===== config.mk =====
export PLATFORM = sky130hd
export DESIGN_NAME = operand_forward_flat
export DESIGN_NICKNAME = d
export VERILOG_FILES = /design/src/rtl/operand_forward_pkg.sv /design/src/rtl/operand_forward_if.sv /design/src/rtl/operand_forward_fwd_mux.sv /design/src/rtl/operand_forward.sv /design/src/flat_wrapper.sv
export SDC_FILE = /design/constraint.sdc
export NUM_CORES = 1
export LEC_CHECK = 0
export ABC_AREA = 1
export CORE_UTILIZATION = 44
export CTS_CLUSTER_SIZE = 25
export DETAILED_ROUTE_END_ITERATION = 8
export GPL_ROUTABILITY_DRIVEN = 0
export PLACE_DENSITY = 0.75
export SYNTH_ARGS = -nofsm -noshare
export SYNTH_HDL_FRONTEND = slang
export SYNTH_SLANG_ARGS = --single-unit

===== constraint.sdc =====
create_clock -name clk -period 5.09 [get_ports clk]
set_clock_uncertainty 0.1 [all_clocks]
set_input_delay 0.7635 -clock clk [delete_from_list [all_inputs] [get_ports clk]]
set_output_delay 0.7635 -clock clk [all_outputs]
set_load 0.005 [all_outputs]

===== src/rtl/operand_forward_pkg.sv =====
// operand_forward_pkg
//   Constants and types shared by the operand forwarding datapath and the
//   hazard detector: forwarding codes, opcodes and the interlock FSM states.
package operand_forward_pkg;

  // Forwarding codes produced by the hazard detector
  localparam logic [2:0] FWD_RF    = 3'b000;
  localparam logic [2:0] FWD_EXMEM = 3'b001;
  localparam logic [2:0] FWD_MEMWB = 3'b010;

  // Opcodes the forwarding logic needs to recognise
  localparam logic [5:0] OP_ADD  = 6'b00_0001;
  localparam logic [5:0] OP_ADDI = 6'b10_1100;
  localparam logic [5:0] OP_LW   = 6'b10_0011;

  // Load-use interlock states
  typedef enum logic [0:0] {
    RUN  = 1'b0,
    HOLD = 1'b1
  } fwd_state_e;

  // True for the codes 011..111, which the detector never legitimately emits
  function automatic logic fwd_reserved(input logic [2:0] code);
    return (code != FWD_RF) && (code != FWD_EXMEM) && (code != FWD_MEMWB);
  endfunction

endpackage


===== src/rtl/operand_forward_if.sv =====
// operand_forward_if
//   Bundles the RF->EX boundary signals of operand_forward.
//   master: pipeline side (drives codes, RF data, EX result, load data)
//   slave : operand_forward (drives operands, valid, stall, error pulse)
interface operand_forward_if #(
  parameter int DW = 32
);
  logic [2:0]    ctrl_s1;
  logic [2:0]    ctrl_s2;
  logic [DW-1:0] rf_s1;
  logic [DW-1:0] rf_s2;
  logic [DW-1:0] alu_result;
  logic [5:0]    ex_op;
  logic [DW-1:0] mem_rdata;
  logic [DW-1:0] op_s1;
  logic [DW-1:0] op_s2;
  logic          op_valid;
  logic          stall;
  logic          fwd_err;

  modport master (
    output ctrl_s1, ctrl_s2, rf_s1, rf_s2, alu_result, ex_op, mem_rdata,
    input  op_s1, op_s2, op_valid, stall, fwd_err
  );

  modport slave (
    input  ctrl_s1, ctrl_s2, rf_s1, rf_s2, alu_result, ex_op, mem_rdata,
    output op_s1, op_s2, op_valid, stall, fwd_err
  );
endinterface


===== src/rtl/operand_forward_fwd_mux.sv =====
// fwd_mux
//   Combinational operand selector for one ALU source.
//   code    : forwarding code (RF / EX/MEM / MEM/WB / reserved)
//   hold    : interlock second cycle; load data has moved to MEM/WB
//   rf, exmem, memwb, hold_wb : candidate operand values
//   opnd    : selected operand
//   rsv     : code was a reserved value (operand falls back to rf)
module fwd_mux
  import operand_forward_pkg::*;
#(
  parameter int DW = 32
) (
  input  logic [2:0]    code,
  input  logic          hold,
  input  logic [DW-1:0] rf,
  input  logic [DW-1:0] exmem,
  input  logic [DW-1:0] memwb,
  input  logic [DW-1:0] hold_wb,
  output logic [DW-1:0] opnd,
  output logic          rsv
);

  // Source select; during HOLD the pipe has advanced one slot, so EX/MEM
  // requests read MEM/WB and MEM/WB requests read the shadowed old value.
  always_comb begin
    opnd = rf;
    rsv  = fwd_reserved(code);
    case (code)
      FWD_RF: begin
        opnd = rf;
      end
      FWD_EXMEM: begin
        if (hold) opnd = memwb;
        else      opnd = exmem;
      end
      FWD_MEMWB: begin
        if (hold) opnd = hold_wb;
        else      opnd = memwb;
      end
      default: begin
        opnd = rf;
      end
    endcase
  end

endmodule


===== src/rtl/operand_forward.sv =====
// operand_forward
//   Selects each ALU source operand from the register file or the EX/MEM,
//   MEM/WB result copies, and inserts a one-cycle interlock when an EX/MEM
//   forward targets a load whose data only exists at MEM/WB.
//   clk : pipeline clock, rising edge
//   rst : asynchronous active-high reset
//   bus : operand_forward_if.slave (codes, RF data, EX result, load data in;
//         registered operands, op_valid, stall, fwd_err out)
module operand_forward
  import operand_forward_pkg::*;
#(
  parameter int         DW      = 32,
  parameter logic [5:0] LOAD_OP = OP_LW
) (
  input logic              clk,
  input logic              rst,
  operand_forward_if.slave bus
);

  fwd_state_e    state_r;
  fwd_state_e    state_nxt_s;
  logic [DW-1:0] exmem_res_r;
  logic [DW-1:0] memwb_res_r;
  logic [DW-1:0] hold_wb_r;
  logic [DW-1:0] op_s1_r;
  logic [DW-1:0] op_s2_r;
  logic [DW-1:0] sel_s1_s;
  logic [DW-1:0] sel_s2_s;
  logic          exmem_ld_r;
  logic          op_valid_r;
  logic          fwd_err_r;
  logic          rsv_s1_s;
  logic          rsv_s2_s;
  logic          load_use_s;
  logic          stall_s;
  logic          hold_s;

  assign load_use_s = ((bus.ctrl_s1 == FWD_EXMEM) || (bus.ctrl_s2 == FWD_EXMEM)) && exmem_ld_r;

  fwd_mux #(.DW(DW)) u_mux_s1 (
    .code    (bus.ctrl_s1),
    .hold    (hold_s),
    .rf      (bus.rf_s1),
    .exmem   (exmem_res_r),
    .memwb   (memwb_res_r),
    .hold_wb (hold_wb_r),
    .opnd    (sel_s1_s),
    .rsv     (rsv_s1_s)
  );

  fwd_mux #(.DW(DW)) u_mux_s2 (
    .code    (bus.ctrl_s2),
    .hold    (hold_s),
    .rf      (bus.rf_s2),
    .exmem   (exmem_res_r),
    .memwb   (memwb_res_r),
    .hold_wb (hold_wb_r),
    .opnd    (sel_s2_s),
    .rsv     (rsv_s2_s)
  );

  // Interlock next-state and stall decode
  always_comb begin
    state_nxt_s = state_r;
    stall_s     = 1'b0;
    hold_s      = 1'b0;
    case (state_r)
      RUN: begin
        if (load_use_s) begin
          state_nxt_s = HOLD;
          stall_s     = 1'b1;
        end else begin
          state_nxt_s = RUN;
        end
      end
      HOLD: begin
        hold_s      = 1'b1;
        state_nxt_s = RUN;
      end
      default: begin
        state_nxt_s = RUN;
      end
    endcase
  end

  // Interlock state register
  always_ff @(posedge clk or posedge rst) begin
    if (rst) state_r <= RUN;
    else     state_r <= state_nxt_s;
  end

  // Result pipe; it also advances on the stall edge so the load reaches
  // MEM/WB, and the pre-advance MEM/WB value is shadowed for HOLD.
  always_ff @(posedge clk or posedge rst) begin
    if (rst) begin
      exmem_res_r <= {DW{1'b0}};
      exmem_ld_r  <= 1'b0;
      memwb_res_r <= {DW{1'b0}};
      hold_wb_r   <= {DW{1'b0}};
    end else begin
      exmem_res_r <= bus.alu_result;
      exmem_ld_r  <= (bus.ex_op == LOAD_OP);
      memwb_res_r <= exmem_ld_r ? bus.mem_rdata : exmem_res_r;
      if (stall_s) hold_wb_r <= memwb_res_r;
    end
  end

  // Operand registers and status; reserved codes are reported once per
  // instruction, so the repeat of a frozen code in HOLD is not counted.
  always_ff @(posedge clk or posedge rst) begin
    if (rst) begin
      op_s1_r    <= {DW{1'b0}};
      op_s2_r    <= {DW{1'b0}};
      op_valid_r <= 1'b0;
      fwd_err_r  <= 1'b0;
    end else begin
      if (!stall_s) begin
        op_s1_r <= sel_s1_s;
        op_s2_r <= sel_s2_s;
      end
      op_valid_r <= !stall_s;
      fwd_err_r  <= (rsv_s1_s || rsv_s2_s) && (state_r == RUN);
    end
  end

  assign bus.op_s1    = op_s1_r;
  assign bus.op_s2    = op_s2_r;
  assign bus.op_valid = op_valid_r;
  assign bus.stall    = stall_s;
  assign bus.fwd_err  = fwd_err_r;

endmodule


===== src/flat_wrapper.sv =====
// flat-port wrapper written by rule: the top's interface ports become plain ports
module operand_forward_flat import operand_forward_pkg::*;
#(
  parameter int         DW      = 32,
  parameter logic [5:0] LOAD_OP = OP_LW
)
  (clk, rst, bus_ctrl_s1, bus_ctrl_s2, bus_rf_s1, bus_rf_s2, bus_alu_result, bus_ex_op, bus_mem_rdata, bus_op_s1, bus_op_s2, bus_op_valid, bus_stall, bus_fwd_err);
  operand_forward_if #(.DW(DW)) bus_i ();
  input logic clk;
  input logic rst;
  input wire logic [$bits(bus_i.ctrl_s1)-1:0] bus_ctrl_s1;
  input wire logic [$bits(bus_i.ctrl_s2)-1:0] bus_ctrl_s2;
  input wire logic [$bits(bus_i.rf_s1)-1:0] bus_rf_s1;
  input wire logic [$bits(bus_i.rf_s2)-1:0] bus_rf_s2;
  input wire logic [$bits(bus_i.alu_result)-1:0] bus_alu_result;
  input wire logic [$bits(bus_i.ex_op)-1:0] bus_ex_op;
  input wire logic [$bits(bus_i.mem_rdata)-1:0] bus_mem_rdata;
  output wire logic [$bits(bus_i.op_s1)-1:0] bus_op_s1;
  output wire logic [$bits(bus_i.op_s2)-1:0] bus_op_s2;
  output wire logic [$bits(bus_i.op_valid)-1:0] bus_op_valid;
  output wire logic [$bits(bus_i.stall)-1:0] bus_stall;
  output wire logic [$bits(bus_i.fwd_err)-1:0] bus_fwd_err;
  assign bus_i.ctrl_s1 = bus_ctrl_s1;
  assign bus_i.ctrl_s2 = bus_ctrl_s2;
  assign bus_i.rf_s1 = bus_rf_s1;
  assign bus_i.rf_s2 = bus_rf_s2;
  assign bus_i.alu_result = bus_alu_result;
  assign bus_i.ex_op = bus_ex_op;
  assign bus_i.mem_rdata = bus_mem_rdata;
  assign bus_op_s1 = bus_i.op_s1;
  assign bus_op_s2 = bus_i.op_s2;
  assign bus_op_valid = bus_i.op_valid;
  assign bus_stall = bus_i.stall;
  assign bus_fwd_err = bus_i.fwd_err;
  operand_forward #(.DW(DW), .LOAD_OP(LOAD_OP)) u_core (.clk(clk), .rst(rst), .bus(bus_i));
endmodule

==> impl_metrics.json <==
{
  "grt_pass1_wl_um": 34900,
  "worstRegToRegCells": 6,
  "multi_input_area_um2": 3070,
  "final_core_util_pct": 61.1,
  "viasPerCell": 5.05,
  "cp.arrival_ns": 2.68,
  "tns_ns": 0,
  "die_h_um": 135,
  "max_slew_margin_pct": 14.0,
  "critPathSlowestCell": "clkdlybuf4s50_1",
  "hold_end": "u_core.bus.op_s2[9]",
  "rr_startpoint": "u_core.state_r",
  "ys_seq_elements": 164,
  "rsz0062_at_grt": "false",
  "clockBufferDepth": 2,
  "crit_type": "in2out",
  "grt_max_degree": 129,
  "first_pass_iters": 5,
  "yosysUniqueCellTypes": 21,
  "drc": 0,
  "antennaDiodeCount": 0,
  "max_freq_mhz": 282,
  "cts.sinks": 164,
  "hold_class": "reg2reg",
  "grt_use_total_pct": 25.0,
  "start_util_pct": 45.0,
  "ios": 209,
  "slowest_delay_ns": 0.51,
  "crit_required_ns": 4.23,
  "worstPathCellList": "clkdlybuf4s50_1, nor2_1, nand2_1, nand2_1, nand2_4, inv_2, clkdlybuf4s50_1",
  "ant_nets": 0,
  "fillCellCount": 1512,
  "register_area_um2": 4110,
  "ctsResizeCount": 0,
  "coreArea_um2": 17200,
  "cts_hold_buf": 0,
  "htree_levels": 4,
  "numCtsBuffers": 17,
  "yosysWarnings": 0,
  "die_x_um": 135,
  "power.density_nw_per_um2": 308,
  "r2r-end": "u_core.bus.op_s1[21]",
  "clkTransAtPathRegs_ns": 0.06,
  "vias": 7246,
  "path_max_fanout": 64,
  "endpoint_kind": "output pin",
  "area_growth_pct": 35.8,
  "fin_nets": 1338,
  "fin_crit_ns": 3.54,
  "layout_commonest_cell": "nand2_1",
  "drt_iter0_drc": 545,
  "grt_pass1_vias": 6933,
  "dieArea_um2": 18200,
  "ys_top_cells_by_area": "dfrtp_1, nand2_1, nand3_1, o21ai_0, inv_1",
  "syn-num-nets": 1166,
  "yosys.area.top_type": "dfrtp_1",
  "portBuffers": 208,
  "setup_violations": 0,
  "final_cell_mix": "nand2_1, clkdlybuf4s50_1, dfrtp_1",
  "p_leak_nw": 4.89,
  "syn-instance-count": 1024,
  "period_share_pct": 69.6,
  "worstHoldStart": "u_core.bus.op_s2[9]",
  "slew_viol_final": 0,
  "grt_overflow_total": 0,
  "peakVddDrop_uv": 227,
  "finalHoldViolations": 0,
  "wl_um": 21600,
  "num_rows": 48,
  "syn_area_per_cell_um2": 7.58,
  "cap_viol_max_count": 0,
  "dp_hpwl_um": 13500,
  "holdPathStages": 2,
  "synth_area_um2": 7760,
  "antenna_found_initial": 1,
  "worst_setup_path_start_kind": "input port",
  "outcome": "finished clean",
  "worstMarginPinSlew_ns": 1.29,
  "yosysTopAreaCellShare_pct": 52.9,
  "postCtsSetupBuffers": 0,
  "seq_area_frac_synth_pct": 52.9,
  "rrSetupSlack_ns": 2.70,
  "drive_gt1_share_pct": 4.38,
  "root_buffer": "clkbuf_16",
  "tritoncts": "yes",
  "wl_per_cell_um": 15.1,
  "total_power_mw": 3.24,
  "clock_latency_ns": 0.43
}
## state kept, by name, indices dropped and copies added (netlist names)
register	cells
u_core.exmem_ld_r	1
u_core.bus.op_s1	32
u_core.bus.op_valid	1
u_core.memwb_res_r	32
u_core.bus.op_s2	32
u_core.exmem_res_r	32
u_core.state_r	1
u_core.bus.fwd_err	1
u_core.hold_wb_r	32
## cells by family after synthesis
kind of cell           count (synthesis)  share of synthesized area (%)
AO/OA/AOI/OAI                        131                           8.45
buffers and inverters                140                           7.80
flip-flops                           164                           52.9
AND/OR/NAND/NOR                      589                           30.9
## critical path: cells and delay by family
family,cells,cell delay (ns)
buffers and inverters,3,1.17
and+or+nand+nor,4,0.71
## cells in the mapped netlist
cell type and number:
clkbuf_1 20, nand3_1 129, buf_2 36, nand3b_1 1, nand4_1 1, nor3_2 1
buf_6 1, a21oi_1 3, o21ai_0 93, nor2_1 3, inv_1 72, inv_2 2
buf_1 1, buf_4 7, clkbuf_2 1, nand2_1 451, nand3_2 1, o21ai_1 35
nor3_1 1, dfrtp_1 164, nand2_2 1
## where the power goes
| part | internal, mW | switching (mW) | total, mW | leakage, nW |
|---|---|---|---|---|
| Sequential | 1.40 | 0.0515 | 1.45 | 1.99 |
| Combinational | 0.248 | 0.204 | 0.452 | 2.61 |
| Clock | 0.791 | 0.547 | 1.34 | 0.294 |
## layer usage
metal / GRT usage, % / routed length (um)
met1: 34.1 / 9550
met2: 39.8 / 10200
met3: 4.47 / 1400
met4: 9.55 / 427
met5: 0 / 12
## worst max-delay path by stage
stage                    from            endpoint  slack (ns)  cells after the start
2_1_floorplan             rst  u_core.bus.fwd_err        2.14                      1
3_3_place_gp   bus_ctrl_s2[2]           bus_stall        1.58                      7
3_5_place_dp   bus_ctrl_s1[2]           bus_stall        1.58                      7
4_1_cts        bus_ctrl_s2[2]           bus_stall        1.56                      7
5_1_grt        bus_ctrl_s2[2]           bus_stall        1.39                      7
6_report       bus_ctrl_s2[2]           bus_stall        1.55                      7
## through the flow
stage	worst slack (ns)	area, um^2	hold WS (ns)	instances
floorplan	2.14	7760	0.353	1024
global placement	1.58	9920	0.363	1402
detailed placement	1.58	9920	0.364	1402
CTS	1.56	10500	0.382	1434
global route	1.39	10500	0.392	1434
finish	1.55	10500	0.380	1434
## cell type report
type / count / share of cell area (%)
multi-input cells: 720 / 29.2
clock buffers: 18 / 4.17
inverters: 74 / 2.67
repair buffers: 219 / 20.7
flip-flops and latches: 164 / 39.0
well taps: 225 / 2.67
clock inverters: 14 / 1.66
Power figures use the tool's default switching activity.
